## src/rtl/dma_arbiter_pkg.sv

```systemverilog
// Shared definitions for the DMA arbiter: FSM state encodings and width helpers.
package dma_arbiter_pkg;

  // Arbiter FSM state encodings (3-bit, legacy-compatible constants)
  localparam logic [2:0] StIdle    = 3'd0;
  localparam logic [2:0] StGrant   = 3'd1;
  localparam logic [2:0] StIssue   = 3'd2;
  localparam logic [2:0] StBusy    = 3'd3;
  localparam logic [2:0] StAbort   = 3'd4;
  localparam logic [2:0] StRelease = 3'd5;

  // Width needed to index n items; never below 1 so a single-entry case still has a bit.
  function automatic int unsigned idx_width(input int unsigned n);
    int unsigned w;
    w = 1;
    if (n > 1) w = $clog2(n);
    return w;
  endfunction

endpackage

```

## src/rtl/dma_arbiter_rr_picker.sv

```systemverilog
// Combinational round-robin priority picker: first eligible index at or after rr_ptr,
// scanning upward and wrapping modulo NUM_DEV.
module rr_picker
  import dma_arbiter_pkg::*;
#(
  parameter int unsigned NUM_DEV = 4,
  parameter int unsigned DEV_W   = idx_width(NUM_DEV)
) (
  input  logic [NUM_DEV-1:0] eligible,
  input  logic [DEV_W-1:0]   rr_ptr,
  output logic               found,
  output logic [DEV_W-1:0]   idx
);

  logic [DEV_W-1:0] cand;

  // Walk the devices starting at rr_ptr; the first hit wins.
  always_comb begin
    found = 1'b0;
    idx   = '0;
    cand  = '0;
    for (int unsigned k = 0; k < NUM_DEV; k++) begin
      cand = DEV_W'((32'(rr_ptr) + k) % NUM_DEV);
      if (!found && eligible[cand]) begin
        found = 1'b1;
        idx   = cand;
      end
    end
  end

endmodule

```

## src/rtl/dma_arbiter.sv

```systemverilog
// Round-robin arbiter sharing one DMA controller among NUM_DEV devices, with descriptor
// latching, per-transfer handshake routing and a stall watchdog that resets the controller.
module dma_arbiter
  import dma_arbiter_pkg::*;
#(
  parameter int unsigned NUM_DEV  = 4,
  parameter int unsigned ADD_LEN  = 16,
  parameter int unsigned DATA_LEN = 16,
  parameter int unsigned TIMEOUT  = 4096,
  parameter int unsigned DEV_W    = idx_width(NUM_DEV)
) (
  input  logic                           clk,
  input  logic                           reset,
  input  logic [NUM_DEV-1:0]             dev_en,
  input  logic [NUM_DEV-1:0]             dev_rqst,
  input  logic [NUM_DEV-1:0]             dev_rd_wr,
  input  logic [NUM_DEV*ADD_LEN-1:0]     dev_num_words,
  input  logic [NUM_DEV*(ADD_LEN+1)-1:0] dev_start_addr,
  input  logic [NUM_DEV-1:0]             dev_ack,
  input  logic [NUM_DEV*DATA_LEN-1:0]    dev_in,
  output logic [NUM_DEV-1:0]             dev_grant,
  output logic [NUM_DEV-1:0]             dev_dma_ack,
  output logic [NUM_DEV-1:0]             dev_end_flag,
  output logic [DATA_LEN-1:0]            dev_out,
  output logic                           ctrl_rqst,
  output logic                           ctrl_rd_wr,
  output logic [ADD_LEN-1:0]             ctrl_num_words,
  output logic [ADD_LEN:0]               ctrl_start_addr,
  output logic                           ctrl_dev_ack,
  output logic [DATA_LEN-1:0]            ctrl_dev_in,
  input  logic                           ctrl_dma_ack,
  input  logic                           ctrl_end_flag,
  input  logic [DATA_LEN-1:0]            ctrl_dev_out,
  output logic                           ctrl_reset,
  output logic                           busy,
  output logic                           err_valid,
  output logic [DEV_W-1:0]               err_dev
);

  localparam int unsigned      WdW     = idx_width(TIMEOUT);
  localparam logic [WdW-1:0]   WdMax   = WdW'(TIMEOUT - 1);
  localparam logic [DEV_W-1:0] LastDev = DEV_W'(NUM_DEV - 1);

  logic [2:0]          state_q, state_d;
  logic                abort_2nd_q, abort_2nd_d;
  logic [DEV_W-1:0]    sel_q, sel_d;
  logic [DEV_W-1:0]    rr_ptr_q, rr_ptr_d;
  logic [DEV_W-1:0]    err_dev_q, err_dev_d;
  logic [WdW-1:0]      wd_q, wd_d;
  logic                rd_wr_q, rd_wr_d;
  logic [ADD_LEN-1:0]  num_words_q, num_words_d;
  logic [ADD_LEN:0]    start_addr_q, start_addr_d;
  logic                ctrl_reset_q;

  logic                found;
  logic [DEV_W-1:0]    win_idx;
  logic                win_rd_wr;
  logic [ADD_LEN-1:0]  win_num_words;
  logic [ADD_LEN:0]    win_start_addr;
  logic                sel_dev_ack;
  logic [DATA_LEN-1:0] sel_dev_in;
  logic                in_grant, in_busy, in_abort;

  rr_picker #(
    .NUM_DEV (NUM_DEV),
    .DEV_W   (DEV_W)
  ) u_rr_picker (
    .eligible (dev_rqst & dev_en),
    .rr_ptr   (rr_ptr_q),
    .found    (found),
    .idx      (win_idx)
  );

  // Select the winner's descriptor and the current owner's handshake/data inputs.
  always_comb begin
    win_rd_wr      = 1'b0;
    win_num_words  = '0;
    win_start_addr = '0;
    sel_dev_ack    = 1'b0;
    sel_dev_in     = '0;
    for (int unsigned i = 0; i < NUM_DEV; i++) begin
      if (DEV_W'(i) == win_idx) begin
        win_rd_wr      = dev_rd_wr[i];
        win_num_words  = dev_num_words[i*ADD_LEN +: ADD_LEN];
        win_start_addr = dev_start_addr[i*(ADD_LEN+1) +: (ADD_LEN+1)];
      end
      if (DEV_W'(i) == sel_q) begin
        sel_dev_ack = dev_ack[i];
        sel_dev_in  = dev_in[i*DATA_LEN +: DATA_LEN];
      end
    end
  end

  // Next-state logic: arbitration, transfer tracking and watchdog.
  always_comb begin
    state_d      = state_q;
    abort_2nd_d  = abort_2nd_q;
    sel_d        = sel_q;
    rr_ptr_d     = rr_ptr_q;
    err_dev_d    = err_dev_q;
    wd_d         = wd_q;
    rd_wr_d      = rd_wr_q;
    num_words_d  = num_words_q;
    start_addr_d = start_addr_q;
    case (state_q)
      StIdle: begin
        if (found) begin
          sel_d        = win_idx;
          rd_wr_d      = win_rd_wr;
          num_words_d  = win_num_words;
          start_addr_d = win_start_addr;
          state_d      = StGrant;
        end
      end
      StGrant: state_d = StIssue;
      StIssue: begin
        wd_d    = '0;
        state_d = StBusy;
      end
      StBusy: begin
        // End flag takes priority over a simultaneous watchdog expiry.
        if (ctrl_end_flag) begin
          state_d = StRelease;
        end else if (ctrl_dma_ack || sel_dev_ack) begin
          wd_d = '0;
        end else if (wd_q == WdMax) begin
          state_d     = StAbort;
          abort_2nd_d = 1'b0;
          err_dev_d   = sel_q;
        end else begin
          wd_d = wd_q + 1'b1;
        end
      end
      StAbort: begin
        if (!abort_2nd_q) begin
          abort_2nd_d = 1'b1;
        end else begin
          abort_2nd_d = 1'b0;
          state_d     = StRelease;
        end
      end
      StRelease: begin
        rr_ptr_d = (sel_q == LastDev) ? '0 : sel_q + 1'b1;
        state_d  = StIdle;
      end
      default: state_d = StIdle;
    endcase
  end

  // State registers; controller reset is held high through reset and both abort cycles.
  always_ff @(posedge clk) begin
    if (!reset) begin
      state_q      <= StIdle;
      abort_2nd_q  <= 1'b0;
      sel_q        <= '0;
      rr_ptr_q     <= '0;
      err_dev_q    <= '0;
      wd_q         <= '0;
      rd_wr_q      <= 1'b0;
      num_words_q  <= '0;
      start_addr_q <= '0;
      ctrl_reset_q <= 1'b1;
    end else begin
      state_q      <= state_d;
      abort_2nd_q  <= abort_2nd_d;
      sel_q        <= sel_d;
      rr_ptr_q     <= rr_ptr_d;
      err_dev_q    <= err_dev_d;
      wd_q         <= wd_d;
      rd_wr_q      <= rd_wr_d;
      num_words_q  <= num_words_d;
      start_addr_q <= start_addr_d;
      ctrl_reset_q <= (state_d == StAbort);
    end
  end

  // Output decode and zero-latency routing to the owning device.
  always_comb begin
    in_grant = (state_q == StGrant) || (state_q == StIssue) ||
               (state_q == StBusy) || (state_q == StAbort);
    in_busy  = (state_q == StBusy);
    in_abort = (state_q == StAbort);
    dev_grant    = '0;
    dev_dma_ack  = '0;
    dev_end_flag = '0;
    for (int unsigned i = 0; i < NUM_DEV; i++) begin
      if (DEV_W'(i) == sel_q) begin
        dev_grant[i]    = in_grant;
        dev_dma_ack[i]  = in_busy && ctrl_dma_ack;
        dev_end_flag[i] = (in_busy && ctrl_end_flag) || in_abort;
      end
    end
    ctrl_dev_ack    = in_busy && sel_dev_ack;
    ctrl_dev_in     = in_busy ? sel_dev_in : '0;
    dev_out         = ctrl_dev_out;
    ctrl_rqst       = (state_q == StIssue);
    ctrl_rd_wr      = rd_wr_q;
    ctrl_num_words  = num_words_q;
    ctrl_start_addr = start_addr_q;
    ctrl_reset      = ctrl_reset_q;
    busy            = (state_q != StIdle);
    err_valid       = in_abort && !abort_2nd_q;
    err_dev         = err_dev_q;
  end

endmodule
```

## config.mk

```make
export PLATFORM = sky130hd
export DESIGN_NAME = dma_arbiter
export DESIGN_NICKNAME = d
export VERILOG_FILES = /design/src/rtl/dma_arbiter_pkg.sv /design/src/rtl/dma_arbiter_rr_picker.sv /design/src/rtl/dma_arbiter.sv
export SDC_FILE = /design/constraint.sdc
export NUM_CORES = 1
export LEC_CHECK = 0
export ABC_AREA = 1
export BUFFER_PORTS_ARGS = -buffer_cell sky130_fd_sc_hd__buf_4
export CAP_MARGIN = 20
export CELL_PAD_IN_SITES_DETAIL_PLACEMENT = 1
export CELL_PAD_IN_SITES_GLOBAL_PLACEMENT = 1
export CORE_MARGIN = 1
export CORE_UTILIZATION = 27
export CTS_BUF_LIST = sky130_fd_sc_hd__clkbuf_4 sky130_fd_sc_hd__clkbuf_8
export DETAILED_ROUTE_END_ITERATION = 10
export GPL_TIMING_DRIVEN = 1
export HOLD_SLACK_MARGIN = 0.02
export PLACE_DENSITY = 0.94
export SYNTH_ARGS = -nofsm -noshare
export SYNTH_HDL_FRONTEND = slang
export SYNTH_SLANG_ARGS = --single-unit
```

## constraint.sdc

```tcl
create_clock -name clk -period 3.1 [get_ports clk]
set_input_delay 0.62 -clock clk [delete_from_list [all_inputs] [get_ports clk]]
set_output_delay 0.62 -clock clk [all_outputs]
set_load 0.1 [all_outputs]
```

# Yosys cells after proc, flatten, opt, wreduce, memory -nomap -nowiden
# Cells that the tools add are included.
# Widths: inputs -> output; s select.
classes:
  add_sub_neg: 5
  n_lt_le_gt_ge: 4
  eq_ne: 18
  muxes: 65
  n_bitwise: 3
  n_reduce_logical: 26
op_table:
  columns: ["op", "n"]
  rows:
  - ["$mux 16", 9]
  - ["$mux 17", 4]
  - ["$mux 12", 3]
  - ["$mux 1", 32]
  - ["$pmux 12 s2", 1]
  - ["$mux 3", 5]
  - ["$pmux 3 s5", 1]
  - ["$add 12x1->12 const B", 1]
  - ["$eq 12x12->1 const B", 1]
  - ["$lt 2x3->1 const B", 4]
  - ["$mux 2", 5]
  - ["$eq 3x3->1 const B", 3]
  - ["$bmux 1 s2", 4]
  - ["$eq 2x2->1 const A", 4]
  - ["$reduce_and 4->1", 2]
  - ["$logic_and 1x1->1", 7]
  - ["$eq 3x2->1 const B", 2]
  - ["$logic_or 1x1->1", 5]
  - ["$add 2x1->2 const B", 2]
  - ["$add 2x2->2 const B", 2]
  - ["$and 4x4->4", 1]
  - ["$eq 1x2->1 const A", 2]
  - ["$logic_not 1->1", 4]
  - ["$logic_not 2->1", 2]
  - ["other kinds (12)", 15]
word_totals:
  register_bits: 57
  in_bits: 232
  out_inout_bits: 85
  wordCells: 131

# Logic depth before layout (Yosys ltp)
# Gate-level depths: netlist of the first run.
depth:
  word_depth: 18
  depth_mapped: 17
  ltp_nobuf: 15

# Cells and area by module
# From an unflattened synthesis of the first run, not the netlist that was laid out.
hier_totals:
  cells_unflattened: 713
  hier_area_um2: 4390.5
by_module_without_submodules:
  columns: ["module", "n_inst", "cells_per_inst", "area_per_inst_um2", "seq_area_each_um2"]
  rows:
  - ["dma_arbiter", 1, 654, 4071.4, 1141.1]
  - ["rr_picker", 1, 59, 319.1, 0.0]

# Worst setup path after synthesis of the first run
# OpenSTA, ideal clock, no wires.
synth_path:
  kind: "reg2out"
  start: "reg state_q[1]"
  end: "out dev_grant[0]"
  arrival_time_ps: 3556
  required_ps: 2480
  path_slack_ps: -1076
  stages_incl_launch_ff: 11
  path_buffers: 0
  cell_sequence: "dfxtp_1 inv_1 nor2_1 inv_1 nor2_1 inv_1 nand2_1 inv_1 nand3_1 inv_1 nor2_1"
synth_between:
  elab_chain_len: 5
  word_cells_on_any_way: 8
  cone_classes: "eq/ne: 4; mux: 1; reduce/logical: 3"
synth_lines:
  columns: ["item", "line", "rtl"]
  rows:
  - ["from (decl)", "dma_arbiter.sv:44", "logic [2:0] state_q, state_d;"]
  - ["from (signal assigned)", "dma_arbiter.sv:153", "state_q <= StIdle;"]
  - ["from (signal assigned)", "dma_arbiter.sv:164", "state_q <= state_d;"]
  - ["$eq 3x2->1", null, null]
  - ["named net ctrl_rqst", "dma_arbiter.sv:25", "output logic ctrl_rqst,"]
  - ["$logic_or 1x1->1 (2 in series)", "dma_arbiter.sv:179", "in_grant = (state_q == StGrant) || (state_q == StIssue) ||"]
  - ["$logic_or 1x1->1", "dma_arbiter.sv:180", "(state_q == StBusy) || (state_q == StAbort);"]
  - ["$mux 1", "dma_arbiter.sv:187", "if (DEV_W'(i) == sel_q) begin"]
  - ["to (decl)", "dma_arbiter.sv:21", "output logic [NUM_DEV-1:0] dev_grant,"]
# The timed path passes the listed nets, and every way through them passes these cells.

# Worst setup path in the final report of the first run
layout_path:
  start: "reg sel_q[0]"
  end: "out ctrl_dev_in[1]"
layout_between:
  elab_chain_len: 6
  word_cells_on_any_way: 9
  cone_classes: "eq/ne: 3; mux: 5; reduce/logical: 1"
layout_lines:
  columns: ["item", "line", "rtl"]
  rows:
  - ["from (decl)", "dma_arbiter.sv:46", "logic [DEV_W-1:0] sel_q, sel_d;"]
  - ["from (signal assigned)", "dma_arbiter.sv:166", "sel_q <= sel_d;"]
  - ["$logic_not 2->1", "dma_arbiter.sv:87", "if (DEV_W'(i) == sel_q) begin"]
  - ["$mux 16 (3 in series)", "dma_arbiter.sv:87", null]
  - ["$mux 16 (*)", "dma_arbiter.sv:87", null]
  - ["$mux 16 (*)", "dma_arbiter.sv:194", "ctrl_dev_in = in_busy ? sel_dev_in : '0;"]
  - ["to (decl)", "dma_arbiter.sv:30", "output logic [DATA_LEN-1:0] ctrl_dev_in,"]
# Every way passes the cells marked *; elsewhere a longest branch is shown, timed or not.

==> results of run 1 <==
==> power groups by stage <==
stage          Clock, mW  Combinational, mW  Sequential [mW]
2_1_floorplan          0               1.41             1.57
3_3_place_gp           0               2.67            0.933
3_5_place_dp           0               2.73            0.938
4_1_cts            0.842               2.74            0.925
5_1_grt            0.872               2.95            0.940
6_report           0.819               2.75            0.925
==> synth_stat cells <==
| library cell | number | area [µm²] |
|---|---|---|
| a211oi_1 | 2 | 15.0 |
| a21oi_1 | 79 | 395 |
| a21oi_2 | 10 | 87.6 |
| buf_1 | 1 | 3.75 |
| buf_2 | 21 | 105 |
| buf_4 | 18 | 135 |
| buf_6 | 6 | 67.6 |
| clkbuf_1 | 23 | 86.3 |
| clkinv_1 | 1 | 3.75 |
| dfxtp_1 | 57 | 1140 |
| ha_1 | 5 | 62.6 |
| inv_1 | 70 | 263 |
| inv_2 | 4 | 15.0 |
| nand2_1 | 167 | 627 |
| nand2_2 | 3 | 18.8 |
| nand2_4 | 2 | 22.5 |
| nand3_1 | 96 | 480 |
| nand3_2 | 1 | 10.0 |
| nand4_1 | 38 | 238 |
| nor2_1 | 52 | 195 |
| nor2_2 | 1 | 6.26 |
| nor2_4 | 2 | 22.5 |
| nor3_1 | 6 | 30.0 |
| nor3b_1 | 1 | 7.51 |
| nor4_1 | 1 | 6.26 |
| o211ai_1 | 1 | 7.51 |
| o21ai_0 | 95 | 475 |
| o21ai_2 | 1 | 8.76 |
| o21ai_4 | 1 | 16.3 |
| o21bai_1 | 3 | 22.5 |
| o31ai_1 | 1 | 7.51 |
| xor2_1 | 3 | 26.3 |
==> layout make-up <==
cell class	count	area [µm²]
clock buffer	11	145
clock inverter	5	78.8
fill	2215	9460
inverter	75	293
multi-input combinational	571	2920
sequential	57	1140
tap	220	275
timing repair buffer	305	2330
==> registers in the layout, indices dropped and copies added, names as in the netlist <==
| name | flops |
|---|---|
| sel_q | 2 |
| err_dev | 2 |
| state_q | 3 |
| ctrl_rd_wr | 1 |
| ctrl_num_words | 16 |
| wd_q | 12 |
| abort_2nd_q | 1 |
| rr_ptr_q | 2 |
| ctrl_reset | 1 |
| ctrl_start_addr | 17 |
==> worst register-to-register path, stage by stage, from the launching register on <==
cell	delay (ns)
dfxtp_1	0.50
inv_2	0.12
nand2_1	0.07
nand2_1	0.12
nand2_1	0.10
nand2_1	0.10
nor2_4	0.14
nand4_1	0.15
nand2_4	0.27
nand2_2	0.15
buf_4	0.25
o21ai_0	0.22
inv_1	0.08
nand2_1	0.07
a21oi_1	0.06
==> path summary, 6_finish.rpt <==
check,endpoint,cells past startpoint,slack (ns),start
min reg2reg,ctrl_start_addr[14],2,0.47,ctrl_start_addr[14]
max,ctrl_dev_in[1],8,0.13,sel_q[0]
min,ctrl_start_addr[14],2,0.47,ctrl_start_addr[14]
max reg2reg,ctrl_start_addr[15],14,0.61,rr_ptr_q[1]
==> cells by family after synthesis <==
family	after synthesis
and+or+nand+nor	370
AOI/OAI and AO/OA	193
buffers and inverters	144
DFF	57
adders and majority gates	5
xor gates and xnor gates	3
==> repair_timing <==
item,CTS,global route
gates cloned,0,0
setup buffers,0,2
endpoints found under the setup margin,1,14
resized for setup,1,4
hold buffers,0,0
==> per-layer routing <==
layer  vias to the layer above  track usage, %  wire [µm]
met1                      2957            24.7       8300
met3                        45            6.13       1450
met5                         -               0          0
met2                       271            43.4      10400
li1                       3068               -          -
met4                         0            11.2        728
==> metrics.txt, run 1 <==
final RePlAce weighted congestion 0.901; final worst setup slack between 0.1 and 0.15 ns; Power Internal approximately 2.1 mW; CP required about 2.5 ns; final instance area approximately 7000 µm²; wire per inst 16.8 µm; CTS sink count 57; Starting Density between 20 and 30%; Pwr Total 4.49 mW; first-pass GRT wire length roughly 33000 µm; Synth cell types 32; row count 47; Max H-tree Level 3; clock group share of total power between 10% and 20%; Crit Path Max Fanout 13; Final Non-Filler Cells 1244; via count between 6k and 7k; Detailed Route Iter0 Violations between 200 and 250; worst hold path type flip-flop to flip-flop; commonest non-fill, non-tap cell in the layout buf_4; Fmax 336 MHz; clock root buffer clkbuf_8; max_slew headroom between 40 and 50%; max-cap check violation count 0; die area roughly 18000 µm²; post-synthesis simple-gate area fraction 36.1%; XOR/XNOR share of the synthesized area 0.570%; Ant. Diodes 0; Final period util a little over nine tenths; Adder-Cell Fraction of Synth Area 1.36%; share of layout cells above drive strength 1 36.2%; final worst path period need 2.97 ns; DRC Markers 0; TritonCTS clock tree done; Hold Vio Cnt, Final 0; worst hold slack between 0.4 and 0.5 ns; Flop pwr share 20.6%; DRT Wirelength 20900 µm; Top Ports roughly 320; Worst-Margin Slew 0.771 ns; DIE HEIGHT between 100 and 150 µm; pwr/cell area 625 nW/µm²; Area after DPL around 7000 µm²; Sw Ratio between 50% and 60%; Final nets between 1k and 1.5k; placed cells approximately 1.2k; Layout Utilization between 40% and 50%; Inserted Clock Buffers 9; Setup Skew roughly 0.007 ns; antenna violations before repair 0; Yosys reg bits 57; Sw Pwr around 2.4 mW; unrepaired setup endpoints after global routing true; worst path arrival time between 2 and 2.5 ns; Crit-path slowest cell ha_2; post-synthesis mux area share 0%; vias in the first global route 6530; TritonRoute pass-1 iters 4; area grow syn2layout 55.9%; CP endpoint kind output pin; main combinational cell family by area after synthesis simple AND/OR/NAND/NOR gates; Post-Syn Area about 4600 µm²; Setup CP Type flip-flop to output pin; pre-CTS setup slack 0.384 ns; crit path launch type flip-flop; most frequent cells in the layout buf_4 (301), nand2_1 (167), nand3_1 (96); status finished, final reports clean; final setup vio count 0; Post-Synthesis Cells 772; kind of cell adding the most delay to the critical path compound AO/OA/AOI/OAI gates; Core Region approximately 17000 µm²; vias per inst between 5 and 6; Chip Width 133 µm; Comb pwr share 61.2%; Synthesis Warnings 0; largest vdd supply drop around 0.36 mV; PortBufs between 200 and 300; max incr delay on CP around 0.37 ns; clk slew on worst S/H paths around 0.070 ns; Max Slew Vio Count 0; Critical path buffers and inverters 3; sequential cell area fraction in the yosys report around a quarter; LEAKAGE approximately 3.4 nW; antenna viol nets, final 0; Synth Area in Compound Gates between 20% and 30%; Clock Latency Late Sink 0.36 ns; Final TNS setup 0 ns; average cell area after synthesis about 6.0 µm²; maximum clock insertion buffer count 2; syn nets 1009; dpl hpwl 16100 µm; remaining global-route overflow 0; crit path cell chain inv_1, ha_2, buf_4, a21oi_1, o21ai_0, o21ai_0, a21oi_2, buf_4; overall global routing resource usage between 20% and 30%; largest net degree at the start of global routing 41
(Power assumes the default switching activity.)
==> inputs of run 2 (changes only) <==
- CORE_ASPECT_RATIO: not set -> 0.5
==> metrics.txt, run 2 (synthesis gave the netlist of run 1 again) <==
status finished, final reports clean; max_slew headroom 43.1% (-5.2 points); most frequent cells in the layout buf_4 (293), nand2_1 (167), nand3_1 (96); CP endpoint kind output pin; Max Slew Vio Count 0 (unchanged); antenna viol nets, final 0 (unchanged); first-pass GRT wire length 31700 µm (-3.2%); Final TNS setup 0 ns (unchanged); clock root buffer clkbuf_8; wire per inst 16.3 µm (-3.0%); pre-CTS setup slack 0.131 ns (-0.252 ns); DIE HEIGHT 94.4 µm (-29%); Final period util 97.0% (+1.1 points); LEAKAGE 3.33 nW (-1.2%); pwr/cell area 609 nW/µm² (-2.6%); commonest non-fill, non-tap cell in the layout buf_4; final worst setup slack 0.0942 ns (-0.0332 ns); Core Region 16500 µm² (-0.76%); Fmax 333 MHz (-1.1%); Top Ports 317 (unchanged); Layout Utilization 43.0% (-0.17 points); Worst-Margin Slew 0.851 ns (+0.0809 ns); Clock Latency Late Sink 0.35 ns (about the same); largest vdd supply drop 0.328 mV (-8.6%); Largest register FFs 17 (unchanged); overall global routing resource usage 22.5% (-0.98 points); # fillers 2222 (+0.32%); CTS sink count 57 (unchanged); Ant. Diodes 0 (unchanged); final worst path period need 3.01 ns (+0.0332 ns); PortBufs 284 (unchanged); Setup Skew 0.00908 ns (+0.00219 ns); area grow syn2layout 54.1%; die area 17600 µm² (+0.18%); Hold Vio Cnt, Final 0 (unchanged); dpl hpwl 15700 µm (-2.5%); placed cells 1228 (+0.16%); max-cap check violation count 0 (unchanged); crit path launch type flip-flop; maximum clock insertion buffer count 2 (unchanged); Final Non-Filler Cells 1244 (unchanged); Detailed Route Iter0 Violations 259 (+16%); vias per inst 4.97 (-2.4%); antenna violations before repair 0 (unchanged); DRT Wirelength 20300 µm (-3.0%); unrepaired setup endpoints after global routing false; worst hold path type flip-flop to flip-flop; TritonCTS clock tree done; largest net degree at the start of global routing 45 (+9.8%); share of layout cells above drive strength 1 35.8% (-0.44 points); Pwr Total 4.33 mW (-3.7%); TritonRoute pass-1 iters 4 (unchanged); Crit Path Max Fanout 14 (+1); remaining global-route overflow 0 (unchanged); Max H-tree Level 3 (unchanged); via count 6186 (-2.4%); final RePlAce weighted congestion 0.874 (-3.0%); Final nets 1249 (-0.56%); Inserted Clock Buffers 9 (unchanged); Post-CTS Setup Bufs 0 (unchanged); row count 33 (-30%); clk slew on worst S/H paths 0.07 ns (about the same); worst path arrival time 2.39 ns (+0.04 ns); Chip Width 187 µm (+41%); DRC Markers 0 (unchanged); Starting Density 27.9% (+0.21 points); Setup CP Type flip-flop to output pin; final setup vio count 0 (unchanged); Post-CTS Hold Buffers 0 (unchanged); vias in the first global route 6456 (-1.1%); CP required 2.48 ns (about the same)
run 2: changes by cell type in the layout (fill, tap and decap cells not counted), moves of 2 or more:
cell | before | now
buf_4 | 301 | 293
buf_6 | 1 | 3
bufinv_16 | 2 | 0
clkbuf_8 | 10 | 13
clkinvlp_4 | 3 | 1
inv_1 | 66 | 68
run 2: through the flow:
stage / instance area (µm²) / hold WS, ns
after floorplan: 4740 / 0.450
after global placement: 6890 / 0.453
after CTS: 7100 / 0.468
after global routing: 7100 / 0.492
after detailed placement: 6890 / 0.457
final: 7100 / 0.465
run 2: final timing paths:
kind | startpoint | endpoint | slack, ns | cells after the start
worst min register to register | ctrl_num_words[14] | ctrl_num_words[14] | 0.46 | 2
worst min-delay path | ctrl_num_words[14] | ctrl_num_words[14] | 0.46 | 2
worst max register to register | wd_q[0] | wd_q[3] | 0.27 | 12
worst max-delay path | sel_q[1] | ctrl_dev_in[11] | 0.09 | 9
run 2: power breakdown:
group          leakage, nW  internal (mW)  switching (mW)
registers            0.467          0.848          0.0776
clock network        0.106          0.384           0.315
logic                 2.76          0.733            1.97
run 2: critical path, cell delays in order, from the launching register on:
cell	delay [ns]
dfxtp_1	0.38
inv_1	0.11
ha_1	0.22
inv_2	0.14
buf_6	0.19
nor2_1	0.05
o21ai_0	0.26
o21ai_0	0.22
a21oi_4	0.16
buf_4	0.30
run 2: repair_timing:
action	in CTS	in global routing
gates resized for setup	4	4
pin swaps	0	0
setup endpoints to repair	9	34
run 2: metal layers:
layer  share of wire (%)  wire length (µm)  GRT usage, %
met1                  39              7960          24.1
met3                 5.9              1190          5.91
met4                 2.7               552          8.33
met2                  52             10600          43.2
met5                   0                 0             0
run 2: final cells by class:
class / instances / area, µm² / share of cell area, %
multi-input combinational: 571 / 2920 / 41.1
tap: 227 / 284 / 4.00
clock inverter: 2 / 10.0 / 0.141
inverter: 75 / 285 / 4.02
sequential: 57 / 1140 / 16.1
timing repair buffer: 298 / 2270 / 32.0
clock buffer: 14 / 186 / 2.62
